==> src/rtl/fc_requant_stream_if.sv <==
`default_nettype none
// ============================================================================
// Module   : fc_requant_stream_if
// Brief    : Frame capture + element stream handshake bundle for fc_requant_stream.
// Revision : 1.0
// ============================================================================
interface fc_requant_stream_if #(
    parameter int WIDTH = 8,
    parameter int N     = 84,
    parameter int ACC_W = WIDTH*2+7
);
    localparam int IDX_W = (N > 1) ? $clog2(N) : 1;

    logic                 in_valid;
    logic                 in_ready;
    logic [ACC_W-1:0]     in_data [0:N-1];
    logic                 out_valid;
    logic                 out_ready;
    logic [WIDTH-1:0]     out_data;
    logic [IDX_W-1:0]     out_idx;
    logic                 out_last;
    logic                 busy;

    modport master (
        output in_valid, in_data, out_ready,
        input  in_ready, out_valid, out_data, out_idx, out_last, busy
    );

    modport slave (
        input  in_valid, in_data, out_ready,
        output in_ready, out_valid, out_data, out_idx, out_last, busy
    );
endinterface

`default_nettype wire

==> src/rtl/fc_requant_stream.sv <==
`default_nettype none
// ============================================================================
// Module   : fc_requant_stream
// Brief    : Captures a frame of N accumulators, requantizes (round-half-up,
//            saturate) and streams them out one per cycle.
// Revision : 1.0
// ============================================================================
module fc_requant_stream #(
    parameter int WIDTH = 8,
    parameter int N     = 84,
    parameter int ACC_W = WIDTH*2+7,
    parameter int SHIFT = 7
) (
    input  logic               clk,
    input  logic               rst_n,
    fc_requant_stream_if.slave bus
);
    localparam int IDX_W = (N > 1) ? $clog2(N) : 1;
    localparam int PTR_W = $clog2(N + 1);

    // Half-LSB rounding constant; collapses to zero when SHIFT is 0.
    localparam logic [ACC_W:0] C_RND = ((ACC_W+1)'(1) << SHIFT) >> 1;
    localparam logic [ACC_W:0] C_MAX = (ACC_W+1)'((1 << (WIDTH-1)) - 1);

    typedef enum logic [0:0] {
        ST_IDLE   = 1'b0,
        ST_STREAM = 1'b1
    } state_t;

    state_t               r_state;
    state_t               w_state_nxt;
    logic [ACC_W-1:0]     r_frame [0:N-1];
    logic [PTR_W-1:0]     r_rd_ptr;
    logic                 r_out_valid;
    logic [WIDTH-1:0]     r_out_data;
    logic [IDX_W-1:0]     r_out_idx;
    logic                 r_out_last;

    logic                 w_in_ready;
    logic                 w_busy;
    logic                 w_capture;
    logic                 w_load;
    logic                 w_accept;
    logic [ACC_W-1:0]     w_sel;
    logic [ACC_W:0]       w_sum;
    logic [ACC_W:0]       w_shr;
    logic [WIDTH-1:0]     w_rq;

    always_ff @(posedge clk or negedge rst_n) begin
        if (!rst_n) begin
            r_state <= ST_IDLE;
        end else begin
            r_state <= w_state_nxt;
        end
    end

    always_comb begin
        w_state_nxt = r_state;
        w_in_ready  = 1'b0;
        w_busy      = 1'b0;
        case (r_state)
            ST_IDLE: begin
                w_in_ready = 1'b1;
                if (bus.in_valid) begin
                    w_state_nxt = ST_STREAM;
                end
            end
            ST_STREAM: begin
                w_busy = 1'b1;
                if (w_accept && r_out_last) begin
                    w_state_nxt = ST_IDLE;
                end
            end
            default: w_state_nxt = ST_IDLE;
        endcase
    end

    assign w_capture = (r_state == ST_IDLE) && bus.in_valid;
    assign w_accept  = r_out_valid && bus.out_ready;
    assign w_load    = (r_state == ST_STREAM) && (r_rd_ptr < PTR_W'(N))
                       && (!r_out_valid || bus.out_ready);

    // Requantizer: one extra headroom bit so the rounding add cannot wrap.
    assign w_sel = r_frame[r_rd_ptr[IDX_W-1:0]];
    assign w_sum = {1'b0, w_sel} + C_RND;
    assign w_shr = w_sum >> SHIFT;

    always_comb begin
        w_rq = '0;
        if (!w_sel[ACC_W-1]) begin
            if (w_shr > C_MAX) begin
                w_rq = C_MAX[WIDTH-1:0];
            end else begin
                w_rq = w_shr[WIDTH-1:0];
            end
        end
    end

    // Frame storage carries no reset; it is only read after a capture.
    always_ff @(posedge clk) begin
        if (w_capture) begin
            r_frame <= bus.in_data;
        end
    end

    always_ff @(posedge clk or negedge rst_n) begin
        if (!rst_n) begin
            r_rd_ptr    <= '0;
            r_out_valid <= 1'b0;
            r_out_data  <= '0;
            r_out_idx   <= '0;
            r_out_last  <= 1'b0;
        end else if (w_capture) begin
            r_rd_ptr <= '0;
        end else if (r_state == ST_STREAM) begin
            if (w_load) begin
                r_out_data  <= w_rq;
                r_out_idx   <= r_rd_ptr[IDX_W-1:0];
                r_out_last  <= (r_rd_ptr == PTR_W'(N-1));
                r_out_valid <= 1'b1;
                r_rd_ptr    <= r_rd_ptr + 1'b1;
            end else if (w_accept) begin
                r_out_valid <= 1'b0;
            end
        end
    end

    assign bus.in_ready  = w_in_ready;
    assign bus.busy      = w_busy;
    assign bus.out_valid = r_out_valid;
    assign bus.out_data  = r_out_data;
    assign bus.out_idx   = r_out_idx;
    assign bus.out_last  = r_out_last;

endmodule

`default_nettype wire

==> src/flat_wrapper.sv <==
// flat-port wrapper written by rule: the top's interface ports become plain ports
module fc_requant_stream_flat 
#(
    parameter int WIDTH = 8,
    parameter int N     = 84,
    parameter int ACC_W = WIDTH*2+7,
    parameter int SHIFT = 7
)
  (clk, rst_n, bus_in_valid, bus_in_data, bus_out_ready, bus_in_ready, bus_out_valid, bus_out_data, bus_out_idx, bus_out_last, bus_busy);
  fc_requant_stream_if #(.WIDTH(WIDTH), .N(N), .ACC_W(ACC_W)) bus_i ();
  input  logic clk;
  input  logic rst_n;
  input wire logic [$bits(bus_i.in_valid)-1:0] bus_in_valid;
  input wire logic [$bits(bus_i.in_data)-1:0] bus_in_data;
  input wire logic [$bits(bus_i.out_ready)-1:0] bus_out_ready;
  output wire logic [$bits(bus_i.in_ready)-1:0] bus_in_ready;
  output wire logic [$bits(bus_i.out_valid)-1:0] bus_out_valid;
  output wire logic [$bits(bus_i.out_data)-1:0] bus_out_data;
  output wire logic [$bits(bus_i.out_idx)-1:0] bus_out_idx;
  output wire logic [$bits(bus_i.out_last)-1:0] bus_out_last;
  output wire logic [$bits(bus_i.busy)-1:0] bus_busy;
  assign bus_i.in_valid = bus_in_valid;
  assign bus_i.in_data = {>>{bus_in_data}};
  assign bus_i.out_ready = bus_out_ready;
  assign bus_in_ready = bus_i.in_ready;
  assign bus_out_valid = bus_i.out_valid;
  assign bus_out_data = bus_i.out_data;
  assign bus_out_idx = bus_i.out_idx;
  assign bus_out_last = bus_i.out_last;
  assign bus_busy = bus_i.busy;
  fc_requant_stream #(.WIDTH(WIDTH), .N(N), .ACC_W(ACC_W), .SHIFT(SHIFT)) u_core (.clk(clk), .rst_n(rst_n), .bus(bus_i));
endmodule
==> config.mk <==
export PLATFORM = sky130hd
export DESIGN_NAME = fc_requant_stream_flat
export DESIGN_NICKNAME = d
export VERILOG_FILES = /design/src/rtl/fc_requant_stream_if.sv /design/src/rtl/fc_requant_stream.sv /design/src/flat_wrapper.sv
export SDC_FILE = /design/constraint.sdc
export NUM_CORES = 1
export LEC_CHECK = 0
export CORE_AREA = 2 2 767 769
export DETAILED_ROUTE_END_ITERATION = 16
export DIE_AREA = 0 0 769 771
export MAX_ROUTING_LAYER = met4
export PLACE_DENSITY = 0.3
export SLEW_MARGIN = 10
export SYNTH_ARGS = -nofsm -noshare
export SYNTH_HDL_FRONTEND = slang
export SYNTH_SLANG_ARGS = --single-unit
==> constraint.sdc <==
create_clock -name clk -period 57.8 [get_ports clk]
set_input_delay 8.67 -clock clk [delete_from_list [all_inputs] [get_ports clk]]
set_output_delay 8.67 -clock clk [all_outputs]
set_load 0.02 [all_outputs]
==> impl_metrics.env, run 1 <==
export IMPL_clockBufferDepth=4
export IMPL_cts_made_buffers=200
export IMPL_power_density_mw_per_mm2=43.5
export IMPL_layout_common_cells="clkdlybuf4s50_1 (1449), edfxtp_1 (1428), mux4_2 (294), clkbuf_16 (201), buf_4 (104)"
export IMPL_crit_family="buffers and inverters"
export IMPL_avgViaCountPerCell=2.75
export IMPL_grt_pass1_vias=36036
export IMPL_synth_top_area_share_pct=76.0
export IMPL_die_h_um=771
export IMPL_fill_cells=64430
export IMPL_period_share_pct=23.7
export IMPL_synth_flop_cell="edfxtp_1"
export IMPL_cp_end_kind="flop"
export IMPL_drv_slew=0
export IMPL_cts_sinks=1453
export IMPL_fin_area_mm2=0.0874
export IMPL_p_leak_nw=26.1
export IMPL_synthTopCellsByArea="edfxtp_1 (76%), mux4_2 (12%), mux4_1 (1.8%), mux2i_1 (1.4%), dfrtp_1 (1.1%)"
export IMPL_crit_fanout=125
export IMPL_dr_total_vias=33773
export IMPL_port_buffers=1450
export IMPL_routabilityCongestion=0.742
export IMPL_avgRoutedWirePerCell_um=27.7
export IMPL_rsz0062_at_grt="no"
export IMPL_cp_arrival_ps=14170
export IMPL_status="finished clean"
export IMPL_dp_hpwl_um=272000
export IMPL_synth_top_area_cell="edfxtp_1"
export IMPL_drtIter0Drc=2285
export IMPL_cts_root_buf="clkbuf_16"
export IMPL_ys_seq_area_share_pct=77.1
export IMPL_ir_worst_vdd_uv=22.4
export IMPL_netlist_area_mm2=0.0564
export IMPL_place_area_mm2=0.0807
export IMPL_synth_cells=2526
export IMPL_area_delta_synth_final_pct=54.8
export IMPL_tns_ps=0
export IMPL_grtUsageTotal_pct=11.4
export IMPL_hp_class="flop to flop"
export IMPL_min_period_ps=13700
export IMPL_insertion_delay_ps=920
export IMPL_antenna_found_initial=360
export IMPL_final_common_cell="clkdlybuf4s50_1"
export IMPL_tightest_slew_ps=1270
export IMPL_clk_pin_slew_ps=60
export IMPL_slowest_stage="buf_4"
export IMPL_grt_start_max_net_pins=126
export IMPL_drc_errors=0
export IMPL_async_flop_share_pct=1.72
export IMPL_crit_path_frequent_cell="buf_4"
export IMPL_ctsHtreeMaxLevel=4
export IMPL_ioPinCount=1955
export IMPL_die_w_um=769
export IMPL_grt_overflow=0
export IMPL_layout_drive_gt1_share_pct=17.4
export IMPL_postSynthAreaPerCell_um2=22.3
export IMPL_synth_nets=4464
export IMPL_rows=281
export IMPL_criticalPathCategory="primary input to flop"
export IMPL_nNetsFinal=6093
export IMPL_final_core_util_pct=15.0
export IMPL_grt_pass1_wl_um=419000
export IMPL_initial_core_util_pct=9.66
export IMPL_core_mm2=0.584
export IMPL_ant_nets=0
export IMPL_drtPass1Iterations=7
export IMPL_routed_wl_um=341000
export IMPL_cap_violations=0
export IMPL_cp_num_buf_inv=7
export IMPL_ys_types=87
export IMPL_cts_tree="built"
export IMPL_ctsHoldBuffers=0
export IMPL_setup_viol=0
export IMPL_total_power_mw=3.80
export IMPL_synth_edf_count=1428
export IMPL_layout_area_seq_mm2=0.0435
export IMPL_fin_worst_skew_ps=73.9
export IMPL_yosysWarnings=0
export IMPL_slew_headroom_pct=15.0
export IMPL_required_ps=58270
export IMPL_synth_seq_cells=1453
export IMPL_hold_slack_ps=481
export IMPL_path_cells="clkdlybuf4s50_1, nor2b_4, buf_4, buf_12, buf_4, buf_4, buf_4, buf_4"
export IMPL_slowest_delay_ps=870
export IMPL_multi_input_area_mm2=0.0120
export IMPL_postCtsSetupBuffers=0
export IMPL_fmax_ghz=0.0730
export IMPL_dieArea_mm2=0.593
export IMPL_postCtsResizedCells=0
export IMPL_cp_start_kind="primary input"
export IMPL_hold_viol=0
==> worst paths after layout <==
check | cells after the start | start | to | slack (ps)
min in group asynchronous | 1 | rst_n | u_core.bus.out_idx[2]$_DFFE_PN0P_ | 7870
worst min register to register | 1 | u_core.bus.out_data[7]$_DFFE_PN0P_ | u_core.bus.out_data[7]$_DFFE_PN0P_ | 480
worst max register to register | 15 | u_core.r_rd_ptr[0]$_DFFE_PN0P_ | u_core.bus.out_data[2]$_DFFE_PN0P_ | 50120
worst min-delay path | 1 | u_core.bus.out_data[7]$_DFFE_PN0P_ | u_core.bus.out_data[7]$_DFFE_PN0P_ | 480
worst max-delay path | 8 | bus_in_valid | u_core.r_frame[568]$_DFFE_PP_ | 44100
max in group asynchronous | 1 | rst_n | u_core.r_rd_ptr[3]$_DFFE_PN0P_ | 49290
==> final cells by class <==
cell class                 count  area share (%)
sequential                  1453            49.8
timing repair buffer        1560            17.6
multi-input combinational    927            13.7
tap                         7782            11.1
clock buffer                 244            5.94
clock inverter               112            1.11
antenna                      209           0.599
inverter                      13          0.0616
==> worst register-to-register path, delay by kind of cell (launching register included) <==
| kind | cells | cell delay, ps |
|---|---|---|
| simple gates | 2 | 340 |
| compound gates | 7 | 3060 |
| mux | 1 | 610 |
| buf+inv | 5 | 2880 |
| flops | 1 | 660 |
==> sequential cells by signal (all words and copies together), names as in the netlist <==
register,flops
u_core.bus.out_idx,7
u_core.r_state,1
u_core.bus.out_last,1
u_core.r_frame,1428
u_core.bus.out_data,8
u_core.r_rd_ptr,7
u_core.bus.out_valid,1
==> cells in the mapped netlist (4+ instances only) <==
master	number
and2_1	8
a22o_1	22
dfrtp_1	25
buf_1	5
a31oi_1	14
a21o_1	5
nand3_1	32
nand2_1	70
or2b_1	4
a22oi_1	71
mux4_1	38
mux4_2	294
clkbuf_1	22
inv_1	11
mux2i_1	81
mux2_2	15
nand2b_1	7
a211oi_1	6
o21ai_0	22
o22ai_1	6
o21ai_1	4
nor3_1	9
edfxtp_1	1428
buf_6	30
buf_4	24
xnor2_1	9
nand4_1	13
a2111oi_0	5
a21oi_1	62
nor2_1	23
o221ai_1	6
a221oi_1	7
nor2b_1	12
buf_12	10
buf_2	38
o211ai_1	10
==> report_power, final <==
part	internal (mW)	switching, mW
combinational	0.456	0.862
clock	0.686	0.509
sequential	1.25	0.0375
total	2.39	1.41
==> stage by stage <==
stage          setup WS [ps]  std cells
6_report               44100      12300
4_1_cts                44160      12091
2_1_floorplan           8050       2526
3_3_place_gp           43360      11734
5_1_grt                43830      12270
3_5_place_dp           43170      11735
==> per-layer routing <==
| layer | track usage [%] | vias to the layer above | part of all wire [%] |
|---|---|---|---|
| li1 | - | 14433 | - |
| met1 | 12.8 | 17126 | 39 |
| met2 | 19.2 | 1703 | 49 |
| met3 | 4.57 | 511 | 9.9 |
| met4 | 1.99 | 0 | 2.1 |
| met5 | - | - | 0 |
==> cells by family (layout without fill, tap and decap cells) <==
| kind of cell | count (synthesis) | in the layout | share of synthesized area (%) |
|---|---|---|---|
| buf+inv | 146 | 1929 | 1.98 |
| fa+ha+maj | 2 | 2 | 0.0443 |
| flops | 1453 | 1453 | 77.1 |
| mux | 428 | 428 | 15.2 |
| simple gates | 209 | 209 | 1.97 |
| compound gates | 276 | 276 | 3.51 |
| other cells | 0 | 209 | 0 |
| xor+xnor | 12 | 12 | 0.186 |
Note: power is estimated with default switching activity, not from simulation.
==> run 2, diff against run 1 <==
==> constraint.sdc (replaced) <==
create_clock -name clk -period 12.2 [get_ports clk]
set_input_delay 1.83 -clock clk [delete_from_list [all_inputs] [get_ports clk]]
set_output_delay 1.83 -clock clk [all_outputs]
set_load 0.02 [all_outputs]
==> run 2 against run 1 <==
Effect of this change: setup slack got worse by 38000 ps; routed wire length rose by 0.60%; critical path depth rose by 4; clock power rose to 4.9 times the previous value; total power rose to 4.8 times the previous value; cell count rose by 0.14%; first-iteration DRC count fell by 0.18%; global-route usage rose by 0.079 points; combinational power rose to 4.7 times the previous value; register-to-register slack got worse by 45000 ps; hold slack improved by 3.7 ps; critical path type is now flop to flop; critical endpoint is now u_core.bus.out_data[3]$_DFFE_PN0P_.
==> impl_metrics.env, run 2 (synthesis gave the netlist of run 1 again) <==
export IMPL_cap_violations=0
export IMPL_grtUsageTotal_pct=11.5
export IMPL_fin_cells=12317
export IMPL_avgViaCountPerCell=2.75
export IMPL_rsz0062_at_grt="no"
export IMPL_nNetsFinal=6086
export IMPL_clockBufferDepth=4
export IMPL_cp_start_kind="flop"
export IMPL_period_share_pct=54.0
export IMPL_largest_register_ffs=1428
export IMPL_slowest_delay_ps=1080
export IMPL_dr_total_vias=33880
export IMPL_drv_slew=0
export IMPL_drc_errors=0
export IMPL_crit_family="compound AO/OA/AOI/OAI gates"
export IMPL_dp_cells=11725
export IMPL_cp_num_buf_inv=2
export IMPL_postCtsResizedCells=0
export IMPL_min_period_ps=6590
export IMPL_hold_slack_ps=485
export IMPL_grt_pass1_wl_um=420000
export IMPL_ctsHtreeMaxLevel=4
export IMPL_ioPinCount=1955
export IMPL_power_density_mw_per_mm2=207
export IMPL_routabilityCongestion=0.746
export IMPL_core_mm2=0.584
export IMPL_tns_ps=0
export IMPL_drtPass1Iterations=7
export IMPL_grt_overflow=0
export IMPL_status="finished clean"
export IMPL_crit_fanout=49
export IMPL_die_h_um=771
export IMPL_port_buffers=1450
export IMPL_cts_sinks=1453
export IMPL_min_path_cells=2
export IMPL_area_delta_synth_final_pct=55.2
export IMPL_layout_common_cells="clkdlybuf4s50_1 (1449), edfxtp_1 (1428), mux4_2 (294), clkbuf_16 (204), buf_4 (86)"
export IMPL_cp_depth=12
export IMPL_grt_pass1_vias=36413
export IMPL_fmax_ghz=0.152
export IMPL_cp_end_kind="flop"
export IMPL_ctsHoldBuffers=0
export IMPL_total_power_mw=18.2
export IMPL_tightest_slew_ps=1260
export IMPL_layout_drive_gt1_share_pct=17.3
export IMPL_antenna_found_initial=375
export IMPL_initial_core_util_pct=9.66
export IMPL_criticalPathCategory="flop to flop"
export IMPL_avgRoutedWirePerCell_um=27.9
export IMPL_reg2regPathDepth=12
export IMPL_routed_wl_um=343000
export IMPL_slew_headroom_pct=13.4
export IMPL_setup_viol=0
export IMPL_insertion_delay_ps=960
export IMPL_top_register="u_core.r_frame"
export IMPL_slowest_stage="a2111oi_1"
export IMPL_grt_start_max_net_pins=167
export IMPL_clk_pin_slew_ps=60
export IMPL_cts_made_buffers=203
export IMPL_path_cells="buf_4, buf_12, mux2i_1, nor3_1, a2111oi_1, nand4_1, a31oi_2, nor3_1, a2111oi_0, a311oi_1, a21oi_2, a31oi_1"
export IMPL_ir_worst_vdd_uv=110
export IMPL_cp_arrival_ps=7380
export IMPL_die_w_um=769
export IMPL_cts_root_buf="clkbuf_16"
export IMPL_hp_class="flop to flop"
export IMPL_required_ps=12980
export IMPL_drtIter0Drc=2281
export IMPL_dp_hpwl_um=271000
export IMPL_crit_path_frequent_cell="nor3_1"
export IMPL_postCtsSetupBuffers=0
export IMPL_rows=281
export IMPL_final_common_cell="clkdlybuf4s50_1"
export IMPL_dieArea_mm2=0.593
export IMPL_fin_worst_skew_ps=85.1
export IMPL_cts_tree="built"
export IMPL_ant_nets=0
export IMPL_hold_viol=0
export IMPL_p_leak_nw=26.2
[run 2: changes by cell type in the layout (fill, tap and decap cells not counted), sizes merged]
cell,before,now
diode,209,232
clkbuf,244,259
buf,111,101
clkinv,86,78
bufinv,11,13
clkinvlp,6,1
[run 2: routing by layer]
metal | vias up | routed length [µm] | track usage, %
li1 | 14436 | - | -
met5 | - | 0 | -
met3 | 549 | 33300 | 4.66
met2 | 1755 | 165000 | 18.8
met1 | 17140 | 134000 | 12.9
met4 | 0 | 10000 | 3.22
[run 2: final timing paths]
check,startpoint,endpoint,slack (ps)
worst max-delay path,u_core.r_rd_ptr[1]$_DFFE_PN0P_,u_core.bus.out_data[3]$_DFFE_PN0P_,5610
worst min register to register,u_core.bus.out_idx[4]$_DFFE_PN0P_,u_core.bus.out_idx[4]$_DFFE_PN0P_,490
worst min-delay path,u_core.bus.out_idx[4]$_DFFE_PN0P_,u_core.bus.out_idx[4]$_DFFE_PN0P_,490
max in group asynchronous,rst_n,u_core.r_rd_ptr[2]$_DFFE_PN0P_,10460
worst max register to register,u_core.r_rd_ptr[1]$_DFFE_PN0P_,u_core.bus.out_data[3]$_DFFE_PN0P_,5610
min in group asynchronous,rst_n,u_core.bus.out_data[7]$_DFFE_PN0P_,990
[run 2: tightest hold or removal path, stage by stage (launching register included)]
cell and delay [ps]:
dfrtp_1 350, nand2_1 50, o21ai_0 60
[run 2: through the flow]
step	setup WS (ps)	area (µm²)	utilization, %
final	5610	87600	15.0
after global routing	5360	87500	15.0
after CTS	5470	87000	14.9
after detailed placement	5550	80700	13.8
after global placement	5570	80700	13.8
after floorplan	3860	56500	-
[run 2: power by group]
group	switching, mW	internal, mW
registers	0.242	5.92
logic	4.01	2.15
clock network	2.49	3.36
[run 2: layout make-up]
| cell class | count | area [µm²] |
|---|---|---|
| antenna | 232 | 581 |
| sequential | 1453 | 43500 |
| clock inverter | 101 | 1040 |
| multi-input combinational | 927 | 12000 |
| fill | 64235 | 497000 |
| inverter | 13 | 55.1 |
| tap | 7782 | 9740 |
| timing repair buffer | 1550 | 15400 |
| clock buffer | 259 | 5310 |
==> run 3, diff against run 2 <==
==> constraint.sdc (replaced) <==
create_clock -name clk -period 6.85 [get_ports clk]
set_input_delay 1.0275 -clock clk [delete_from_list [all_inputs] [get_ports clk]]
set_output_delay 1.0275 -clock clk [all_outputs]
set_load 0.02 [all_outputs]
==> run 3 against run 2 <==
Effect of this change: combinational power up 82%; sequential share of layout area down 0.35 points; critical endpoint is now u_core.bus.out_data[2]$_DFFE_PN0P_; largest power group is now combinational cells; routed wire length down 0.34%; largest cell class unchanged; via count down 0.11%; global-route usage about the same.
==> impl_metrics.env, run 3 (synthesis gave the netlist of run 1 again) <==
export IMPL_min_period_ps=6320
export IMPL_cts_root_buf="clkbuf_16"
export IMPL_power_share_switching_pct=36.7
export IMPL_dp_cells=11777
export IMPL_drtIter0Drc=2257
export IMPL_cts_tree="built"
export IMPL_core_mm2=0.584
export IMPL_ant_nets=0
export IMPL_status="finished clean"
export IMPL_largest_register_ffs=1428
export IMPL_hold_viol=0
export IMPL_cap_violations=0
export IMPL_routed_wl_um=342000
export IMPL_path_cells="buf_4, mux4_2, a22oi_1, buf_4, o311ai_0, o21ai_0, nand2_1, a31oi_1, o21ai_1, a2111o_1, a211oi_4, a31oi_1"
export IMPL_clockBufferDepth=4
export IMPL_slowest_stage="dfrtp_4"
export IMPL_fin_cells=12340
export IMPL_nNetsFinal=6133
export IMPL_ir_worst_vdd_uv=182
export IMPL_antenna_found_initial=361
export IMPL_avgRoutedWirePerCell_um=27.7
export IMPL_drv_slew=0
export IMPL_ioPinCount=1955
export IMPL_layout_drive_gt1_share_pct=18.4
export IMPL_grtUsageTotal_pct=11.4
export IMPL_avgViaCountPerCell=2.74
export IMPL_rows=281
export IMPL_top_register="u_core.r_frame"
export IMPL_p_int_mw=20.7
export IMPL_cts_sinks=1453
export IMPL_grt_overflow=0
export IMPL_comb_power_share_pct=34.3
export IMPL_setup_viol=0
export IMPL_clk_pin_slew_ps=60
export IMPL_insertion_delay_ps=950
export IMPL_area_delta_synth_final_pct=56.3
export IMPL_grt_pass1_vias=36284
export IMPL_period_share_pct=92.3
export IMPL_initial_core_util_pct=9.66
export IMPL_port_buffers=1450
export IMPL_drc_errors=0
export IMPL_seqPwrFrac_pct=33.8
export IMPL_power_density_mw_per_mm2=370
export IMPL_routabilityCongestion=0.751
export IMPL_crit_start="u_core.r_rd_ptr[1]$_DFFE_PN0P_"
export IMPL_cp_arrival_ps=7130
export IMPL_cp_start_kind="flop"
export IMPL_die_w_um=769
export IMPL_fin_worst_skew_ps=98.8
export IMPL_ctsHtreeMaxLevel=4
export IMPL_final_common_cell="clkdlybuf4s50_1"
export IMPL_required_ps=7660
export IMPL_total_power_mw=32.6
export IMPL_drtPass1Iterations=5
export IMPL_rsz0062_at_grt="no"
export IMPL_crit_fanout=32
export IMPL_criticalPathCategory="flop to flop"
export IMPL_ctsHoldBuffers=0
export IMPL_dieArea_mm2=0.593
export IMPL_fmax_ghz=0.158
export IMPL_dp_hpwl_um=274000
export IMPL_slew_headroom_pct=15.6
export IMPL_grt_start_max_net_pins=146
export IMPL_hold_slack_ps=208
export IMPL_die_h_um=771
export IMPL_postCtsResizedCells=0
export IMPL_fill_cells=64269
export IMPL_grt_pass1_wl_um=419000
export IMPL_slowest_delay_ps=1130
export IMPL_r2r_start="u_core.r_rd_ptr[1]$_DFFE_PN0P_"
export IMPL_p_clk_share_pct=31.9
export IMPL_layout_common_cells="clkdlybuf4s50_1 (1449), edfxtp_1 (1428), mux4_2 (294), clkbuf_16 (200), buf_4 (120)"
export IMPL_hp_class="primary input to asynchronous set/reset pin"
export IMPL_postCtsSetupBuffers=0
export IMPL_cts_made_buffers=198
export IMPL_cp_end_kind="flop"
export IMPL_tightest_slew_ps=1260
export IMPL_tns_ps=0
export IMPL_p_leak_nw=26.5
export IMPL_p_sw_mw=12.0
export IMPL_dr_total_vias=33842
==> run 3: path summary, 6_finish.rpt <==
check	endpoint	slack, ps	cells after the start
worst max-delay path	u_core.bus.out_data[2]$_DFFE_PN0P_	530	12
min in group clk	u_core.bus.out_idx[2]$_DFFE_PN0P_	490	2
max in group asynchronous	u_core.r_rd_ptr[4]$_DFFE_PN0P_	5920	1
worst min register to register	u_core.bus.out_idx[2]$_DFFE_PN0P_	490	2
worst min-delay path	u_core.bus.out_data[7]$_DFFE_PN0P_	210	1
worst max register to register	u_core.bus.out_data[2]$_DFFE_PN0P_	530	12
==> run 3: per-stage QoR <==
stage / cell area [µm²] / utilization, % / setup WS (ps)
after detailed placement: 81300 / 13.9 / 425
final: 88200 / 15.1 / 531
after global placement: 81300 / 13.9 / 382
after floorplan: 56500 / - / 1640
after CTS: 87700 / 15.0 / 447
after global routing: 88200 / 15.1 / 381
==> run 3: final cells by class <==
cell class | count | area (µm²) | share of cell area [%]
well taps | 7782 | 9740 | 11.0
clock inverters | 114 | 1230 | 1.39
multi-input cells | 927 | 12000 | 13.6
flip-flops and latches | 1453 | 43500 | 49.3
clock buffers | 239 | 5150 | 5.84
inverters | 13 | 57.6 | 0.0652
repair buffers | 1602 | 16100 | 18.2
diodes | 210 | 526 | 0.596
==> run 3: routing by layer <==
layer	vias up	wire length, µm	global-route usage, %
met5	-	0	-
met4	0	9660	2.91
met3	509	33100	4.45
met2	1664	168000	19.3
met1	17151	131000	12.6
li1	14518	-	-
==> run 3: worst max-delay path, delay by kind of cell (launching register included) <==
family                 cells  cell delay (ps)
DFF                        1             1130
AOI/OAI and AO/OA          8             3530
and+or+nand+nor            1              120
buffers and inverters      2              830
muxes                      1              420
==> run 3: power groups by stage <==
stage,clock network [mW],registers [mW],logic [mW]
after global routing,11.2,11.1,12.1
final,10.4,11.0,11.2
after detailed placement,0,11.3,12.1
after floorplan,0,11.0,5.20
after CTS,10.9,11.1,12.1
after global placement,0,11.2,12.1
